==> config.mk <==
export PLATFORM = sky130hd
export DESIGN_NAME = pwm32_ctrl
export DESIGN_NICKNAME = d
export VERILOG_FILES = /design/src/rtl/pwm32_pkg.sv /design/src/rtl/pwm32_prescaler.sv /design/src/rtl/pwm32_ctrl.sv
export SDC_FILE = /design/constraint.sdc
export NUM_CORES = 1
export LEC_CHECK = 0
export CORE_MARGIN = 4
export CORE_UTILIZATION = 56
export DETAILED_ROUTE_END_ITERATION = 7
export HOLD_SLACK_MARGIN = 0.03
export PLACE_DENSITY = 0.81
export REMOVE_ABC_BUFFERS = 1
export SLEW_MARGIN = 15
export SYNTH_ARGS = -nofsm -noshare
export SYNTH_HDL_FRONTEND = slang
export SYNTH_SLANG_ARGS = --single-unit
==> constraint.sdc <==
create_clock -name PCLK -period 2.47 [get_ports PCLK]
set_input_delay 0.494 -clock PCLK [delete_from_list [all_inputs] [get_ports PCLK]]
set_output_delay 0.494 -clock PCLK [all_outputs]
set_load 0.005 [all_outputs]
==> src/rtl/pwm32_pkg.sv <==
// Shared types and defaults for the PWM32 counting engine.
package pwm32_pkg;

    localparam int W_DEFAULT = 32;

    typedef enum logic [1:0] {
        ST_IDLE = 2'd0,
        ST_LOAD = 2'd1,
        ST_RUN  = 2'd2
    } state_e;

endpackage

==> src/rtl/pwm32_prescaler.sv <==
// Prescaler: produces one tick every pre_s+1 enabled cycles.
module pwm32_prescaler
    import pwm32_pkg::*;
#(
    parameter int W = W_DEFAULT
) (
    input  logic         PCLK,
    input  logic         PRESET,
    input  logic         clear,
    input  logic         enable,
    input  logic [W-1:0] pre_s,
    output logic         tick
);

    localparam logic [W-1:0] ONE = {{(W-1){1'b0}}, 1'b1};

    logic [W-1:0] pre_cnt_r;

    // Wrap is by equality so pre_s = all-ones still counts the full range.
    assign tick = enable && (pre_cnt_r == pre_s);

    // Prescaler counter: clear dominates, otherwise count or wrap on tick.
    always_ff @(posedge PCLK) begin
        if (PRESET) begin
            pre_cnt_r <= {W{1'b0}};
        end else if (clear) begin
            pre_cnt_r <= {W{1'b0}};
        end else if (enable) begin
            if (tick) begin
                pre_cnt_r <= {W{1'b0}};
            end else begin
                pre_cnt_r <= pre_cnt_r + ONE;
            end
        end else begin
            pre_cnt_r <= pre_cnt_r;
        end
    end

endmodule

==> src/rtl/pwm32_ctrl.sv <==
// PWM32 sequencing engine: FSM, period-boundary shadows, timer and PWM register.
module pwm32_ctrl
    import pwm32_pkg::*;
#(
    parameter int   W        = W_DEFAULT,
    parameter logic PWM_IDLE = 1'b0
) (
    input  logic         PCLK,
    input  logic         PRESET,
    input  logic [W-1:0] pre,
    input  logic [W-1:0] tmrcmp1,
    input  logic [W-1:0] tmrcmp2,
    input  logic         tmren,
    output logic         pwm,
    output logic         period_end,
    output logic         running,
    output logic [W-1:0] tmr_cnt
);

    localparam logic [W-1:0] ONE = {{(W-1){1'b0}}, 1'b1};

    state_e       state_r;
    logic [W-1:0] pre_shd_r;
    logic [W-1:0] per_shd_r;
    logic [W-1:0] cmp_shd_r;
    logic [W-1:0] tmr_cnt_r;
    logic         pwm_r;
    logic         period_end_r;
    logic         tick_s;
    logic         in_run_s;
    logic         pre_clear_s;

    assign in_run_s    = (state_r == ST_RUN);
    assign pre_clear_s = !in_run_s || !tmren;

    pwm32_prescaler #(.W(W)) u_prescaler (
        .PCLK   (PCLK),
        .PRESET (PRESET),
        .clear  (pre_clear_s),
        .enable (in_run_s),
        .pre_s  (pre_shd_r),
        .tick   (tick_s)
    );

    // Sequencer: state, shadows, timer and period-end strobe.
    always_ff @(posedge PCLK) begin
        if (PRESET) begin
            state_r      <= ST_IDLE;
            pre_shd_r    <= {W{1'b0}};
            per_shd_r    <= {W{1'b0}};
            cmp_shd_r    <= {W{1'b0}};
            tmr_cnt_r    <= {W{1'b0}};
            period_end_r <= 1'b0;
        end else begin
            period_end_r <= 1'b0;
            case (state_r)
                ST_IDLE: begin
                    tmr_cnt_r <= {W{1'b0}};
                    if (tmren) begin
                        state_r <= ST_LOAD;
                    end else begin
                        state_r <= ST_IDLE;
                    end
                end
                ST_LOAD: begin
                    pre_shd_r <= pre;
                    per_shd_r <= tmrcmp1;
                    cmp_shd_r <= tmrcmp2;
                    tmr_cnt_r <= {W{1'b0}};
                    if (tmren) begin
                        state_r <= ST_RUN;
                    end else begin
                        state_r <= ST_IDLE;
                    end
                end
                ST_RUN: begin
                    if (!tmren) begin
                        state_r   <= ST_IDLE;
                        tmr_cnt_r <= {W{1'b0}};
                    end else if (tick_s) begin
                        // Shadows only move at the wrap so live writes never glitch a period.
                        if (tmr_cnt_r == per_shd_r) begin
                            tmr_cnt_r    <= {W{1'b0}};
                            period_end_r <= 1'b1;
                            pre_shd_r    <= pre;
                            per_shd_r    <= tmrcmp1;
                            cmp_shd_r    <= tmrcmp2;
                        end else begin
                            tmr_cnt_r <= tmr_cnt_r + ONE;
                        end
                    end else begin
                        tmr_cnt_r <= tmr_cnt_r;
                    end
                end
                default: begin
                    state_r   <= ST_IDLE;
                    tmr_cnt_r <= {W{1'b0}};
                end
            endcase
        end
    end

    // PWM output register, one cycle behind the timer.
    always_ff @(posedge PCLK) begin
        if (PRESET) begin
            pwm_r <= PWM_IDLE;
        end else if (in_run_s) begin
            pwm_r <= (tmr_cnt_r < cmp_shd_r);
        end else begin
            pwm_r <= PWM_IDLE;
        end
    end

    assign pwm        = pwm_r;
    assign period_end = period_end_r;
    assign running    = in_run_s;
    assign tmr_cnt    = tmr_cnt_r;

endmodule

==> out/results.txt <==
The tools report the detailed-route wire length as 29100 um. The share of async-settable or async-resettable flops after synthesis is 0%, and the number of setup violations in the final report is 0. Cell internal power was estimated by the tool at 5.25 mW. Once placement finished, the instance area stood at 12200 sq um. The run gives 0.11 ns as the slack of the worst reg-to-reg path. Post-detailed-placement half-perimeter wirelength: 19500 um. Net switching is 27.2% of the power. Via-per-instance ratio: 6.25. The library cells used most frequently in the layout, excluding fill and tap cells, are dfxtp_1 (162), clkdlybuf4s50_1 (132), nand2_1 (123). TritonCTS built the clock tree.

The per-instance average area after synthesis is 8.43 sq um, and the part of the total power dissipated in sequential elements is 42.3%. The average wire length per cell after detail routing was 18.4 um. The H-tree was split into 4 levels. The overall die width was 144 um; the routability congestion estimate from global placement was 0.915.

Compared with the post-synthesis result, the final layout area differs by 24.5%. For this run, the register share of the synthesized area comes to 31.8%. The worst clock skew on the final layout came out at 0.00890 ns. Based on the critical path, the design can be clocked at up to 424 MHz. The run gives 164 as the total number of clock tree sinks. Among all stages on the critical path, the largest delay is contributed by nor4_1. The insertion delay to the later sink of the worst-skew pair is 0.44 ns. Row generation in the floorplan step produced 49 rows. The tree is rooted in a clkbuf_16. Top flip-flop cell by instance count after synthesis: dfxtp_1.

Endpoint class of the critical path: a flip-flop. Of the total power, the clock network draws 39.8%. The number of placed instances with taps included was 1548. The worst-case IR drop observed on VDD is 0.000514 V. The placeable core region is 18000 sq um, and the number of iterations in the first detailed-routing pass is 5. Setup repair after global routing could not meet its margin everywhere.

Highest net fanout along the worst path: 26. Setup slack on the critical path of the routed design comes to 0.111 ns. OpenSTA, run right after detailed placement, puts the worst setup slack at 0.0213 ns.

For the pin with the worst max-slew slack, the measured transition is 0.636 ns. Maximum number of pins on one net before global-route repair: 128. The final clock period utilization by the worst path was 95.5%. Area of the mapped netlist: 10300 sq um.

The tools report the starting density of the core as 57.2%. The run gives 0 as the global route total overflow. In this run, synthesis inferred 0 flip-flops with an integrated enable. The logs give 0 for the number of warnings reported in the yosys synthesis log and 1.97 mW for the power spent charging and discharging nets. The residual antenna-violating net count after detailed routing is 0, and the maximum root-to-sink buffer count is 2. Power spread over the standard cell area amounts to 562 nW/um^2.

The worst setup path is of the flip-flop to flip-flop kind. The count of input and output buffers came out at 133. Cell repeated most along the worst path: buf_4. The delay of the slowest cell on the worst path was 0.43 ns; the number of global-route vias before repair was 9322. The tools report the antenna diode count as 0.

The path class of the tightest hold or removal check is flip-flop to flip-flop. The run gives 134 as the number of primary I/O pins. After the first detailed-routing iteration, the DRC count stood at 878. In the final layout, the share of cells above drive strength 1 is 8.65%. For the total global routing track utilization, the log shows 27.5%. The cell accounting for the most synthesized area was dfxtp_1. The run finished with clean final reports. The clock input transition at the sequential cells of the worst setup and hold paths was 0.06 ns. For the data required time of the worst path, the log shows 2.84 ns. The tools report the hold violation count in the final report as 0. By area the synthesized netlist is led by dfxtp_1 (32%), mux2i_1 (9.3%), a32oi_1 (8.1%), xor2_1 (7.2%), nor3b_1 (7.0%).

In this run, distinct cell masters in the synthesized netlist total 47. The final cell area excluding filler cells was 12800 sq um. The final route contains 9888 vias.

The library cell used most frequently in the layout, excluding fill and tap cells, is dfxtp_1. The first global-routing pass estimated 46300 um of wire. The number of max-cap violations was 0. STA classifies the critical path startpoint as a flip-flop. Combinational cells account for 17.9% of the total power. Buffers inserted during clock tree synthesis total 17.

Synthesis inferred 164 register bits. The worst pin sits at a relative slew slack of 57.6%. The post-detailed-route DRC marker count is 0, and the initial antenna violation count is 0. Static leakage: 5.08 nW. The tools report the quantity of hold-fixing buffers added after cts as 0. The tools report the number of pins exceeding their max-slew limit in the final report as 0.

The kind of cell with the highest combined delay along the critical path is simple AND/OR/NAND/NOR gates. For the worst setup path, the data arrival time is 2.73 ns. The number of standard cells in the final layout excluding fillers came out at 1582.

Area fraction of the dominant cell type after synthesis: 31.8%. The sum of buffers and inverters on the critical path was 3; the area of the die was 20700 sq um. After routing, the total negative slack on setup checks comes to 0 ns. The chip height was 144 um; the clock period minus final worst setup slack was 2.36 ns.

For the final cell utilization of the core, the log shows 71.3%. The cell count after synthesis came out at 1224. Walking the worst path, the cells encountered are xor2_1, nor4_1, buf_4, nand4_2, buf_4, buf_4, nor4_1, nand3b_1, a21oi_1. The run gives 1472 as the layout net count.
==> metal layers <==
layer	vias to the layer above	track usage, %	part of all wire (%)
li1	4703	-	-
met1	4753	38.7	45
met2	382	43.0	46
met3	50	4.86	7.5
met4	0	8.47	2.0
met5	-	0	0
==> worst reg2reg max path, stage by stage, from the launching register on <==
cell and delay [ns]:
dfxtp_1 0.34, xor2_1 0.17, nor4_1 0.32, buf_4 0.17
nand4_2 0.18, buf_4 0.21, buf_4 0.21, nor4_1 0.43
nand3b_1 0.12, a21oi_1 0.15
==> logic make-up after synthesis <==
family / synth area share, %
AO/OA/AOI/OAI: 10.3
AND/OR/NAND/NOR: 28.4
adder cells (fa/ha/maj): 4.00
buffers and inverters: 5.91
multiplexers: 9.31
flip-flops: 31.8
XOR/XNOR: 10.2
==> power by group through the flow <==
stage	Clock [mW]	Combinational, mW	Sequential, mW
2_1_floorplan	0	0.786	3.06
3_3_place_gp	0	1.20	3.10
3_5_place_dp	0	1.25	3.10
4_1_cts	2.88	1.27	3.05
5_1_grt	2.99	1.43	3.07
6_report	2.87	1.30	3.05
==> synthesized netlist by cell type (2+ instances only) <==
cell / number
and4_1: 5
and3_1: 75
nor2b_1: 3
buf_2: 8
nand3_1: 27
dfxtp_1: 164
nand2_1: 124
mux2i_1: 96
buf_4: 6
or3_1: 3
a32oi_1: 96
a211oi_1: 4
nand2b_1: 4
inv_1: 33
nor3b_1: 96
o21ai_0: 7
nor3_1: 53
buf_1: 2
buf_8: 2
ha_1: 33
a21o_1: 4
xnor2_1: 35
o211ai_1: 2
buf_12: 2
nand4_1: 34
clkbuf_1: 84
nor2_1: 73
xor2_1: 85
nor4_1: 32
a21oi_1: 15
==> flip-flops by register name, summed over array words and instances, names as in the netlist <==
signal,flops
u_prescaler.pre_cnt_r,32
pre_shd_r,32
pwm,1
cmp_shd_r,32
state_r,2
period_end,1
tmr_cnt,32
per_shd_r,32
==> timing repair <==
| action | 4_1_cts | 5_1_grt |
|---|---|---|
| gates resized for setup | 2 | 5 |
| pin swaps | 0 | 3 |
| setup buffers | 0 | 2 |
| endpoints found under the setup margin | 44 | 125 |
==> layout make-up <==
type	instances	area, sq um
clock buffer	19	453
clock inverter	13	181
fill	1357	5170
inverter	35	134
multi-input combinational	921	6480
sequential	164	3290
tap	229	287
timing repair buffer	201	2030
==> path summary, 6_finish.rpt <==
path / end / cells past startpoint / startpoint
hold reg to reg: u_prescaler.pre_cnt_r[0] / 1 / u_prescaler.pre_cnt_r[0]
setup reg to reg: tmr_cnt[7] / 9 / u_prescaler.pre_cnt_r[27]
setup / recovery: tmr_cnt[7] / 9 / u_prescaler.pre_cnt_r[27]
hold / removal: u_prescaler.pre_cnt_r[0] / 1 / u_prescaler.pre_cnt_r[0]
==> per-stage QoR <==
stage | power [mW] | hold WS [ns]
4_1_cts | 7.20 | 0.513
3_3_place_gp | 4.30 | 0.459
3_5_place_dp | 4.35 | 0.470
5_1_grt | 7.50 | 0.549
2_1_floorplan | 3.84 | 0.436
6_report | 7.22 | 0.503
Note: power is estimated with default switching activity, not from simulation.
